`src/rtl/cop_ram_arbiter_pkg.sv`:
```
// Shared widths and grant encoding for the copper RAM arbiter and its write FIFO.
package cop_ram_arbiter_pkg;

  localparam int COP_RAM_ADDR_WIDTH = 11;
  localparam int COP_RAM_DATA_WIDTH = 16;

  typedef enum logic [1:0] {
    GRANT_IDLE  = 2'd0,
    GRANT_READ  = 2'd1,
    GRANT_WRITE = 2'd2
  } grant_e;

endpackage

```
`src/rtl/cop_ram_write_fifo.sv`:
```
// Small {address,data} write FIFO for CPU writes to copper RAM; registered ready, no fall-through.
// With COP_RAM_FWD_EN defined, the read pointer and raw entries are exported for read forwarding.
module cop_ram_write_fifo
  import cop_ram_arbiter_pkg::*;
#(
  parameter int ADDR_WIDTH = COP_RAM_ADDR_WIDTH,
  parameter int DATA_WIDTH = COP_RAM_DATA_WIDTH,
  parameter int DEPTH      = 4
) (
  input  logic                      clk,
  input  logic                      reset,
  input  logic                      push,
  input  logic [ADDR_WIDTH-1:0]     push_address,
  input  logic [DATA_WIDTH-1:0]     push_data,
  input  logic                      pop,
  output logic [ADDR_WIDTH-1:0]     head_address,
  output logic [DATA_WIDTH-1:0]     head_data,
  output logic                      ready,
`ifdef COP_RAM_FWD_EN
  output logic [$clog2(DEPTH)-1:0]  rd_ptr,
  output logic [ADDR_WIDTH-1:0]     entry_address [DEPTH],
  output logic [DATA_WIDTH-1:0]     entry_data [DEPTH],
`endif
  output logic [$clog2(DEPTH):0]    level
);

  localparam int PW = $clog2(DEPTH);
  localparam logic [PW:0] FULL_LEVEL = (PW+1)'(DEPTH);

`ifndef COP_RAM_FWD_EN
  logic [PW-1:0]         rd_ptr;
  logic [ADDR_WIDTH-1:0] entry_address [DEPTH];
  logic [DATA_WIDTH-1:0] entry_data [DEPTH];
`endif
  logic [PW-1:0] wr_ptr;
  logic [PW:0]   level_next;

  // NOTE: entry storage is deliberately not reset; level and pointers decide which entries are live.
  always_ff @(posedge clk) begin
    if (push) begin
      entry_address[wr_ptr] <= push_address;
      entry_data[wr_ptr]    <= push_data;
    end
  end

  always_comb level_next = level + (PW+1)'(push) - (PW+1)'(pop);

  // ready resets high; the top masks it while reset is asserted.
  always_ff @(posedge clk) begin
    if (reset) begin
      wr_ptr <= '0;
      rd_ptr <= '0;
      level  <= '0;
      ready  <= 1'b1;
    end else begin
      if (push) wr_ptr <= wr_ptr + 1'b1;
      if (pop)  rd_ptr <= rd_ptr + 1'b1;
      level <= level_next;
      ready <= (level_next < FULL_LEVEL);
    end
  end

  assign head_address = entry_address[rd_ptr];
  assign head_data    = entry_data[rd_ptr];

endmodule

```
`src/rtl/cop_ram_arbiter.sv`:
```
// Shares the single-port copper RAM between buffered CPU writes and prioritised copper reads.
// Define COP_RAM_FWD_EN to forward still-buffered write data to matching copper reads.
module cop_ram_arbiter
  import cop_ram_arbiter_pkg::*;
#(
  parameter int ADDR_WIDTH   = COP_RAM_ADDR_WIDTH,
  parameter int DATA_WIDTH   = COP_RAM_DATA_WIDTH,
  parameter int FIFO_DEPTH   = 4,
  parameter int STARVE_LIMIT = 8
) (
  input  logic                          clk,
  input  logic                          reset,
  input  logic                          cpu_write_en,
  input  logic [ADDR_WIDTH-1:0]         cpu_write_address,
  input  logic [DATA_WIDTH-1:0]         cpu_write_data,
  output logic                          cpu_write_ready,
  input  logic                          cop_read_en,
  input  logic [ADDR_WIDTH-1:0]         cop_read_address,
  output logic                          cop_read_ready,
  output logic [DATA_WIDTH-1:0]         cop_read_data,
  output logic                          cop_read_valid,
  output logic [ADDR_WIDTH-1:0]         ram_address,
  output logic                          ram_we,
  output logic [DATA_WIDTH-1:0]         ram_write_data,
  input  logic [DATA_WIDTH-1:0]         ram_read_data,
  output logic [$clog2(FIFO_DEPTH):0]   fifo_level
);

  localparam int PW = $clog2(FIFO_DEPTH);
  localparam int SW = $clog2(STARVE_LIMIT + 1);
  localparam logic [SW-1:0] STARVE_MAX = SW'(STARVE_LIMIT);

  grant_e                grant;
  logic                  fifo_ready, fifo_empty, push, pop, force_write, read_valid_q;
  logic [SW-1:0]         starve_q, starve_next;
  logic [ADDR_WIDTH-1:0] head_address, last_address_q;
  logic [DATA_WIDTH-1:0] head_data;

`ifdef COP_RAM_FWD_EN
  logic [PW-1:0]         rd_ptr;
  logic [ADDR_WIDTH-1:0] entry_address [FIFO_DEPTH];
  logic [DATA_WIDTH-1:0] entry_data [FIFO_DEPTH];
  logic                  fwd_hit, fwd_hit_q;
  logic [DATA_WIDTH-1:0] fwd_data, fwd_data_q;
`endif

  cop_ram_write_fifo #(
    .ADDR_WIDTH (ADDR_WIDTH),
    .DATA_WIDTH (DATA_WIDTH),
    .DEPTH      (FIFO_DEPTH)
  ) u_write_fifo (
    .clk           (clk),
    .reset         (reset),
    .push          (push),
    .push_address  (cpu_write_address),
    .push_data     (cpu_write_data),
    .pop           (pop),
    .head_address  (head_address),
    .head_data     (head_data),
    .ready         (fifo_ready),
`ifdef COP_RAM_FWD_EN
    .rd_ptr        (rd_ptr),
    .entry_address (entry_address),
    .entry_data    (entry_data),
`endif
    .level         (fifo_level)
  );

  assign cpu_write_ready = fifo_ready & ~reset;
  assign push            = cpu_write_en & cpu_write_ready;
  assign pop             = (grant == GRANT_WRITE);
  assign fifo_empty      = (fifo_level == '0);
  assign force_write     = (starve_q == STARVE_MAX) && !fifo_empty;

  // NOTE: every signal driven here gets a default first, so no path leaves it unassigned (no latch).
  always_comb begin
    grant = GRANT_IDLE;
    if (!reset) begin
      if (force_write)      grant = GRANT_WRITE;
      else if (cop_read_en) grant = GRANT_READ;
      else if (!fifo_empty) grant = GRANT_WRITE;
    end
  end

  always_comb begin
    starve_next = starve_q;
    if (grant == GRANT_WRITE || fifo_empty)
      starve_next = '0;
    else if (grant == GRANT_READ && starve_q != STARVE_MAX)
      starve_next = starve_q + 1'b1;
  end

  always_comb begin
    ram_address    = last_address_q;
    ram_we         = 1'b0;
    ram_write_data = head_data;
    cop_read_ready = 1'b0;
    case (grant)
      GRANT_READ: begin
        ram_address    = cop_read_address;
        cop_read_ready = 1'b1;
      end
      GRANT_WRITE: begin
        ram_address = head_address;
        ram_we      = 1'b1;
      end
      default: ;
    endcase
  end

  // NOTE: clocked state uses non-blocking assignments; the combinational blocks above use blocking.
  always_ff @(posedge clk) begin
    if (reset) begin
      starve_q       <= '0;
      read_valid_q   <= 1'b0;
      last_address_q <= '0;
    end else begin
      starve_q       <= starve_next;
      read_valid_q   <= (grant == GRANT_READ);
      last_address_q <= ram_address;
    end
  end

  assign cop_read_valid = read_valid_q;

`ifdef COP_RAM_FWD_EN
  // Walk oldest to youngest so the youngest matching entry wins.
  always_comb begin
    fwd_hit  = 1'b0;
    fwd_data = '0;
    for (int i = 0; i < FIFO_DEPTH; i++) begin
      if ((PW+1)'(i) < fifo_level &&
          entry_address[rd_ptr + PW'(i)] == cop_read_address) begin
        fwd_hit  = 1'b1;
        fwd_data = entry_data[rd_ptr + PW'(i)];
      end
    end
  end

  always_ff @(posedge clk) begin
    if (reset) begin
      fwd_hit_q  <= 1'b0;
      fwd_data_q <= '0;
    end else if (grant == GRANT_READ) begin
      fwd_hit_q  <= fwd_hit;
      fwd_data_q <= fwd_data;
    end
  end

  assign cop_read_data = !read_valid_q ? '0 : (fwd_hit_q ? fwd_data_q : ram_read_data);
`else
  assign cop_read_data = read_valid_q ? ram_read_data : '0;
`endif

endmodule

```
`config.mk`:
```
export PLATFORM = sky130hd
export DESIGN_NAME = cop_ram_arbiter
export DESIGN_NICKNAME = d
export VERILOG_FILES = /design/src/rtl/cop_ram_arbiter_pkg.sv /design/src/rtl/cop_ram_write_fifo.sv /design/src/rtl/cop_ram_arbiter.sv
export SDC_FILE = /design/constraint.sdc
export NUM_CORES = 1
export LEC_CHECK = 0
export ABC_CLOCK_PERIOD_IN_PS = 2700
export BUFFER_PORTS_ARGS = -buffer_cell sky130_fd_sc_hd__clkbuf_2
export CAP_MARGIN = 0
export CORE_UTILIZATION = 40
export DETAILED_ROUTE_END_ITERATION = 16
export GPL_ROUTABILITY_DRIVEN = 0
export PLACE_DENSITY_LB_ADDON = 0.05
export SLEW_MARGIN = 20
export SYNTH_ARGS = -nofsm -noshare
export SYNTH_HDL_FRONTEND = slang
export SYNTH_HIERARCHICAL = 1
export SYNTH_SLANG_ARGS = --single-unit
export TNS_END_PERCENT = 20
```
`constraint.sdc`:
```
create_clock -name clk -period 2.7 [get_ports clk]
set_input_delay 0.135 -clock clk [delete_from_list [all_inputs] [get_ports clk]]
set_output_delay 0.135 -clock clk [all_outputs]
set_load 0.03 [all_outputs]
```
* Yosys cells after proc, flatten, opt, wreduce, memory -nomap -nowiden
Memories as Yosys holds them, arrays and structs flattened. A register that Yosys moved wholly into a read port is not among the register bits.
Index checks and enable logic that the tools add are counted.
** Cells by class
- $add $sub $neg :: 5
- Multiply operators :: 0
- Divide/modulo/power cells :: 0
- $lt $le $gt $ge :: 1
- Equality and inequality tests :: 4
- Shift operators :: 0
- Muxes and demuxes :: 14
- Bitwise logic cells :: 3
- Reduce and logical (&&, ||, !) cells :: 6
** Operators with widths (number)
- $pmux 11 s2 :: 1
- $mux 16 :: 1
- $mux 2 :: 8
- $add 2x1->2 const B :: 2
- $add 4x1->4 const B :: 1
- $eq 4x4->1 const B :: 1
- $mux 1 :: 4
- $ne 4x4->1 const B :: 1
- $add 3x1->3 :: 1
- $logic_not 3->1 :: 1
- $lt 3x3->1 const B :: 1
- $sub 3x1->3 :: 1
- $and 1x1->1 :: 2
- $eq 2x1->1 const B :: 1
- $eq 2x2->1 const B :: 1
- $logic_and 1x1->1 :: 2
- $reduce_or 2->1 :: 1
- $logic_not 1->1 :: 1
- $logic_or 1x1->1 :: 1
- $not 1->1 :: 1
** Storage, ports and cells
- Bits in registers :: 24
- Latch bits :: 0
- Bits in writable memories :: 108
- Bits in read-only memories :: 0
- Output and inout bits :: 50
- Memories :: 2
** Memory list
- u_write_fifo.entry_data :: words 4, bits a word 16, read ports 1, clocked after memory_dff 1, wr ports 1, line cop_ram_write_fifo.sv:33 : logic [DATA_WIDTH-1:0] entry_data [DEPTH];
- u_write_fifo.entry_address :: words 4, bits a word 11, read ports 1, clocked after memory_dff 1, wr ports 1, line cop_ram_write_fifo.sv:32 : logic [ADDR_WIDTH-1:0] entry_address [DEPTH];

* Logic depth before layout (Yosys ltp)
Gate-level depths: netlist of run 1.
- Depth after elaboration :: 8
- Gate-level depth with buffers :: 13

* Modules after synthesis
The synthesis of run 1 kept the hierarchy.
** Modules (own cells, without submodules)
- cop_ram_write_fifo :: times used 1, cells an instance 185, area each 4401.7 um^2
- cop_ram_arbiter :: times used 1, cells an instance 115, area each 929.6 um^2

* Worst setup path after synthesis of run 1
Ideal clock, no wire load.
- Path kind :: flip-flop to flip-flop
- Start point :: reg u_write_fifo.level[1]
- End point :: reg u_write_fifo.level[2]
- Setup time :: 0.121 ns
- Arrival time :: 2.952 ns
- Required time :: 2.579 ns
- Setup slack :: -0.373 ns
- Stages on the path, launching flop included :: 12
- Buffers on the path :: 0
- Cell sequence :: dfxtp_1 > nor3_1 > a211o_1 > inv_1 > ha_1 > ha_1 > inv_1 > ha_1 > inv_1 > fa_1 > xnor2_1 > mux2_2
** On the way
- Word-level cells in the longest chain between the ends :: 7
** RTL lines
- start, declared :: line cop_ram_write_fifo.sv:24 : output logic [$clog2(DEPTH):0] level
- start signal, assigned :: line cop_ram_write_fifo.sv:58 : level <= level_next;
- $logic_not 3->1 :: line cop_ram_arbiter.sv:72 : assign fifo_empty = (fifo_level == '0);
- $mux 2 / $logic_not 1->1 (equally long branches)
- $mux 2 / $logic_and 1x1->1 (equally long branches) :: line cop_ram_arbiter.sv:80, cop_ram_arbiter.sv:73
- $mux 2 :: line cop_ram_arbiter.sv:79 : if (force_write) grant = GRANT_WRITE;
- $mux 2 :: line cop_ram_arbiter.sv:78 : if (!reset) begin
- $eq 2x2->1 :: line cop_ram_arbiter.sv:71 : assign pop = (grant == GRANT_WRITE);
- $sub 3x1->3 (*) :: line cop_ram_write_fifo.sv:46 : always_comb level_next = level + (PW+1)'(push) - (PW+1)'(pop);
Every way passes the cells marked *; elsewhere a longest branch is shown, timed or not.
A chain may end at the register's enable or synchronous reset.

* Worst setup path in the final report of run 1
- Start point :: reg starve_q[0]
- End point :: reg u_write_fifo.level[2]
** On the way
- Word-level cells in the longest chain between the ends :: 6
** RTL lines
- start, declared :: line cop_ram_arbiter.sv:35 : logic [SW-1:0] starve_q, starve_next;
- start signal, assigned :: line cop_ram_arbiter.sv:118 : starve_q <= starve_next;
- $eq 4x4->1 :: line cop_ram_arbiter.sv:73 : assign force_write = (starve_q == STARVE_MAX) && !fifo_empty;
- $logic_and 1x1->1 :: line cop_ram_arbiter.sv:73
- $mux 2 :: line cop_ram_arbiter.sv:79
- $mux 2 :: line cop_ram_arbiter.sv:78
- $eq 2x2->1 :: line cop_ram_arbiter.sv:71
- $sub 3x1->3 :: line cop_ram_write_fifo.sv:46
No other way between the ends.

==> results by group, run 1 <==
Routing
  – ANT nets after route: 0
  – Final WL: 10,300 um
  – Total number of vias: 3,079
  – DR WL/cell: 16.0 um
  – DR DRC count: 0
  – DRT Pass-1 Iters: 4
  – Vias/cell: 4.79
  – Starting DRT DRC Count: 111

STA
  – Fin crit share: 0.967
  – Hold_ws: 191 ps
  – Layout Skew: 5.88 ps
  – Hold Vio Cnt, Final: 0
  – Setup WS post-layout: 89.4 ps
  – Setup Viol. Count Final: 0
  – Worst slew pin tran: 451 ps
  – RSZ-0062 raised after global routing: yes
  – Final Max Slew Viols: 0
  – Fmax: 383 MHz
  – Minimum clock period: 2610 ps
  – Relative slew margins: 0.699

Yosys
  – Mapped Nets: 369
  – Post-synth top area share: 0.608
  – Mapped Cells: 300
  – Unique masters post-synth: 35
  – Area contributors post-synth: edfxtp_1 (61%), dfxtp_1 (9.8%), mux4_2 (8.4%)
  – Yosys reg bits: 134
  – Mapped Area: 5330 um^2
  – Post-synth top area cell: edfxtp_1
  – Post-synthesis area per instance: 17.8 um^2
  – Sequential area share after synthesis: 0.706
  – Number of synthesis warnings: 6

Power
  – Pleak: 2.63 nW
  – Peak VDD IR: 470 uV
  – Pwr per Cell Area: 804 nW/um^2
  – Power Total: 0.00566 W

GRT
  – Total track usage: 0.159
  – Total global routing overflow: 0
  – Antenna violations before repair: 0
  – Vias in the first global route: 3,091
  – First-pass GRT wire length: 16,300 um
  – Largest net degree at the start of global routing: 28

Setup path
  – CP max-delay cell: a211o_1
  – CP Class: reg2reg
  – Critical Path RT: 2990 ps
  – CP Cell Sequence: inv_2 > ha_4 > nand3b_1 > a211o_1 > inv_2 > ha_4 > ha_4 > inv_2 > ha_2 > inv_1 > fa_2 > xnor2_2 > mux2_4
  – Worst-path maximum fanout: 3
  – Crit. End Element: flop
  – Flop2flop setup slack: 90 ps
  – Startpoint types: flop
  – Critical path arrival: 2910 ps
  – CP max stage delay: 360 ps

Run status
  – Status: finished clean

Floorplanning
  – IO Count: 108
  – Die X: 117 um
  – Full die area: 13,800 um^2
  – Chip Height: 117 um
  – Num rows: 41
  – Core Area: 12,800 um^2
  – Initial Utilization: 0.416

Placed design
  – I/O Buffers: 107
  – DPL Wire Length: 6370 um
  – Dpl cells: 581
  – Post-place setup slack: 41.1 ps

Clocking
  – Clock buffer depth: 2
  – H-Tree Depth: 4
  – Clock Sink Count: 134
  – Worst-skew pair later-pin latency: 410 ps
  – Root Buffer: clkbuf_16
  – CTS tree: done
  – Num CTS Buffers: 17
  – Clk slew on worst S/H paths: 50 ps

Cells and area
  – Share of layout cells above drive strength 1: 0.408
  – Non-Filler Instances: 643
  – Layout Area Growth over Synthesis: 32.1%
  – # diodes: 0
  – Final net count: 527

Min path
  – HP Class: in2reg

Job
  – Max cap viols: 0
==> cell usage in the layout, fill, tap and decap left out, types with 8 or more instances in the layout <==
| master | synthesis | layout |
|---|---|---|
| a22oi_1 | 11 | 11 |
| and2_1 | 21 | 17 |
| buf_4 | 1 | 19 |
| clkbuf_16 | 0 | 17 |
| clkbuf_2 | 0 | 103 |
| dfxtp_1 | 26 | 22 |
| dlygate4sd3_1 | 0 | 28 |
| edfxtp_1 | 108 | 108 |
| mux4_2 | 20 | 20 |
| nand2_1 | 13 | 13 |
| nor2_1 | 8 | 8 |
| nor2b_1 | 15 | 15 |
==> logic make-up after synthesis <==
group	count (synthesis)	synth area share
AOI/OAI and AO/OA	31	0.0371
xor gates and xnor gates	4	0.00657
adders and majority gates	11	0.0272
buffers and inverters	24	0.0296
DFF	134	0.706
muxes	30	0.125
and+or+nand+nor	66	0.0688
==> routing by layer <==
layer,GRT usage,vias up,share of wire
li1,-,1472,-
met1,0.204,1488,0.46
met2,0.250,105,0.48
met3,0.0470,14,0.051
met4,0.0697,0,0.017
met5,0,-,0
==> worst paths after layout <==
path	startpoint	end	cells past startpoint
worst min-delay path	cop_read_address[5]	last_address_q[5]	4
worst max register to register	starve_q[0]	u_write_fifo/level[2]	13
worst min register to register	starve_q[2]	starve_q[2]	2
worst max-delay path	starve_q[0]	u_write_fifo/level[2]	13
==> critical path: cells and delay by family (launching register included) <==
kind | cells | cell delay, ps
compound gates | 1 | 360
xor+xnor | 1 | 170
fa+ha+maj | 5 | 980
buf+inv | 4 | 230
flops | 1 | 320
mux | 1 | 310
simple gates | 1 | 130
==> per-stage QoR <==
stage	instance area, um^2	TNS [ps]	util
global placement	6110	0	0.477
global route	7040	-58.1	0.549
CTS	6990	0	0.545
finish	7040	0	0.549
detailed placement	6110	0	0.477
floorplan	5360	0	-
==> synthesized netlist by cell type <==
cell type  number
a211o_1         1
a21bo_2         1
a21oi_1         3
a21oi_2         1
a22oi_1        11
and2_1         21
and3b_1         1
buf_12          2
buf_2           4
buf_4           1
buf_6           2
buf_8           1
clkbuf_1        4
dfxtp_1        26
edfxtp_1      108
fa_1            1
ha_1           10
inv_1          10
mux2_2          1
mux2i_1         2
mux4_1          7
mux4_2         20
nand2_1        13
nand3_1         2
nand3b_1        2
nand4_1         1
nor2_1          8
nor2b_1        15
nor3_1          1
o21a_1          1
o21ai_0        13
or3_1           1
or3_4           1
xnor2_1         3
xor2_1          1
==> area by class of cell <==
type / count / area [um^2]
well taps: 172 / 215
flip-flops and latches: 134 / 3770
inverters: 10 / 37.5
multi-input cells: 142 / 1470
fillers: 1052 / 5780
clock inverters: 13 / 161
repair buffers: 153 / 953
clock buffers: 19 / 433
==> where the power goes <==
part / total (W) / internal (W) / switching (W)
Sequential: 0.00241 / 0.00236 / 0.0000562
Combinational: 0.000927 / 0.000402 / 0.000525
Clock: 0.00232 / 0.00152 / 0.000801
==> sequential cells by signal (all words and copies together) (netlist names), named ones only <==
name	cells
u_write_fifo/ready	1
cop_read_valid	1
starve_q	4
last_address_q	11
u_write_fifo/level	3
u_write_fifo/rd_ptr	2
u_write_fifo/entry_address	44
u_write_fifo/entry_data	64
u_write_fifo/wr_ptr	2
==> repair_timing <==
item / in CTS / in global routing
hold buffers: 28 / 0
hold endpoints to repair: 111 / 0
setup buffers: 0 / 2
setup endpoints to repair: 0 / 13
resized for setup: 0 / 22
Power figures use the tool's default switching activity.
==> run 2, diff against run 1 <==
- CORE_UTILIZATION: 40 -> 49
==> run 2 against run 1 <==
Effect of this change:
- final area fell by 1.8%
- die area is 18% lower
- maximum frequency is 0.50% higher
- critical endpoint unchanged
- largest cell class unchanged
==> results by group, run 2 (same netlist as run 1, synthesis figures left out) <==
Routing
  – DR WL/cell: 16.2 um (+0.95%)
  – Vias/cell: 5.14 (+7.3%)
  – DRT Pass-1 Iters: 4 (unchanged)
  – DR DRC count: 0 (unchanged)
  – Total number of vias: 3,103 (+0.78%)
  – ANT nets after route: 0 (unchanged)
  – Starting DRT DRC Count: 131 (+18%)
  – Final WL: 9780 um (-5.2%)

Clocking
  – H-Tree Depth: 4 (unchanged)
  – Clock Sink Count: 134 (unchanged)
  – Clock buffer depth: 2 (unchanged)
  – Worst-skew pair later-pin latency: 510 ps (+100 ps)
  – Clk slew on worst S/H paths: 50 ps (about the same)
  – CTS tree: done
  – Root Buffer: clkbuf_8
  – Num CTS Buffers: 17 (unchanged)

STA
  – Final Max Slew Viols: 0 (unchanged)
  – Minimum clock period: 2600 ps (-12.9 ps)
  – Setup Viol. Count Final: 0 (unchanged)
  – Worst slew pin tran: 590 ps (+139 ps)
  – Fmax: 385 MHz (+0.50%)
  – Hold Vio Cnt, Final: 0 (unchanged)
  – RSZ-0062 raised after global routing: yes
  – Fin crit share: 0.962 (-0.00478)
  – Setup WS post-layout: 102 ps (+12.9 ps)
  – Layout Skew: 4.66 ps (-1.21 ps)
  – Relative slew margins: 0.607 (-0.0924)

Run status
  – Status: finished clean

Power
  – Pleak: 2.59 nW (-1.4%)
  – Peak VDD IR: 506 uV (+7.7%)
  – Pwr per Cell Area: 776 nW/um^2 (-3.4%)
  – Power Total: 0.00537 W (-5.2%)

Cells and area
  – Filler cells: 751 (-29%)
  – # diodes: 0 (unchanged)
  – Layout Area Growth over Synthesis: 29.7%
  – Register area: 3770 um^2 (about the same)
  – Final net count: 524 (-0.57%)
  – Most frequent cells in the layout: edfxtp_1 (108), clkbuf_2 (96), dlygate4sd3_1 (28), dfxtp_1 (23)
  – Largest Register: u_write_fifo/entry_data
  – Largest registers: u_write_fifo/entry_data (64), u_write_fifo/entry_address (44), last_address_q (11)
  – Max reg flops: 64 (unchanged)
  – Multi-input gate area: 1440 um^2 (-1.9%)
  – Commonest non-fill, non-tap cell in the layout: edfxtp_1
  – Share of layout cells above drive strength 1: 0.382 (-0.0252)

GRT
  – Total global routing overflow: 0 (unchanged)
  – First-pass GRT wire length: 15,100 um (-7.3%)
  – Vias in the first global route: 3,014 (-2.5%)
  – Total track usage: 0.187 (+0.0284)
  – Antenna violations before repair: 0 (unchanged)
  – Largest net degree at the start of global routing: 28 (unchanged)

Placed design
  – DPL Wire Length: 6030 um (-5.3%)
  – I/O Buffers: 107 (unchanged)
  – Post-place setup slack: 30.6 ps (-10.4 ps)

Setup path
  – Crit. Startpoint: starve_q[1]
  – Worst-path maximum fanout: 4 (+1)
  – Flop2flop setup slack: 100 ps (about the same)
  – Critical Path RT: 3100 ps (+110 ps)
  – Crit. End Element: flop
  – CP Class: reg2reg
  – R2R Path Start: starve_q[1]
  – Critical path arrival: 3000 ps (+90 ps)
  – Startpoint types: flop

Min path
  – HP Class: in2reg
  – Worst hold start: cop_read_address[2]

Floorplanning
  – Num rows: 37 (-9.8%)
  – Core Area: 10,400 um^2 (-19%)
  – Initial Utilization: 0.512 (+0.0961)
  – IO Count: 108 (unchanged)
  – Full die area: 11,300 um^2 (-18%)
  – Chip Height: 106 um (-9.5%)
  – Die X: 106 um (-9.5%)

Job
  – Max cap viols: 0 (unchanged)
[run 2: path summary, 6_finish.rpt]
path,endpoint,cells after the start
setup / recovery,u_write_fifo/level[2],13
hold reg to reg,starve_q[2],2
setup reg to reg,u_write_fifo/level[2],13
hold / removal,last_address_q[2],4
[run 2: power by group]
group	switching [W]	internal (W)	total, W
clock network	0.000752	0.00128	0.00203
logic	0.000506	0.000401	0.000906
registers	0.0000715	0.00236	0.00243
[run 2: through the flow]
| step | util | hold slack, ps | instance area, um^2 | setup TNS [ps] | instances |
|---|---|---|---|---|---|
| CTS | 0.660 | 81.6 | 6870 | -97.3 | 603 |
| floorplan | - | 207 | 5360 | 0 | 300 |
| global placement | 0.581 | 352 | 6050 | 0 | 543 |
| finish | 0.664 | 73.2 | 6910 | 0 | 604 |
| global route | 0.664 | 80.7 | 6910 | -227 | 604 |
| detailed placement | 0.581 | 358 | 6050 | 0 | 543 |
[run 2: repair_timing]
| action | 4_1_cts | 5_1_grt |
|---|---|---|
| setup endpoints to repair | 11 | 12 |
| endpoints found under the hold margin | 113 | 0 |
| pin swaps | 0 | 2 |
| setup buffers | 0 | 1 |
| hold buffers | 28 | 0 |
| resized for setup | 9 | 26 |
[run 2: area by class of cell]
type / instances / share of cell area
sequential: 134 / 0.545
timing repair buffer: 150 / 0.139
clock buffer: 26 / 0.0691
multi-input combinational: 142 / 0.209
tap: 136 / 0.0246
inverter: 10 / 0.00543
clock inverter: 6 / 0.00760
[run 2: worst max-delay path: stages (launching register included)]
cell      delay, ps
dfxtp_1         370
inv_1            60
ha_1            180
nand3b_1        130
o21a_1          160
inv_1            70
ha_4            160
ha_1            280
inv_1            50
ha_1            130
inv_1            50
fa_2            350
xnor2_2         160
mux2_2          340
[run 2: routing by layer]
layer / global-route usage / part of all wire
met1: 0.226 / 0.44
met2: 0.308 / 0.49
met3: 0.0601 / 0.059
met4: 0.0833 / 0.014
met5: 0 / 0
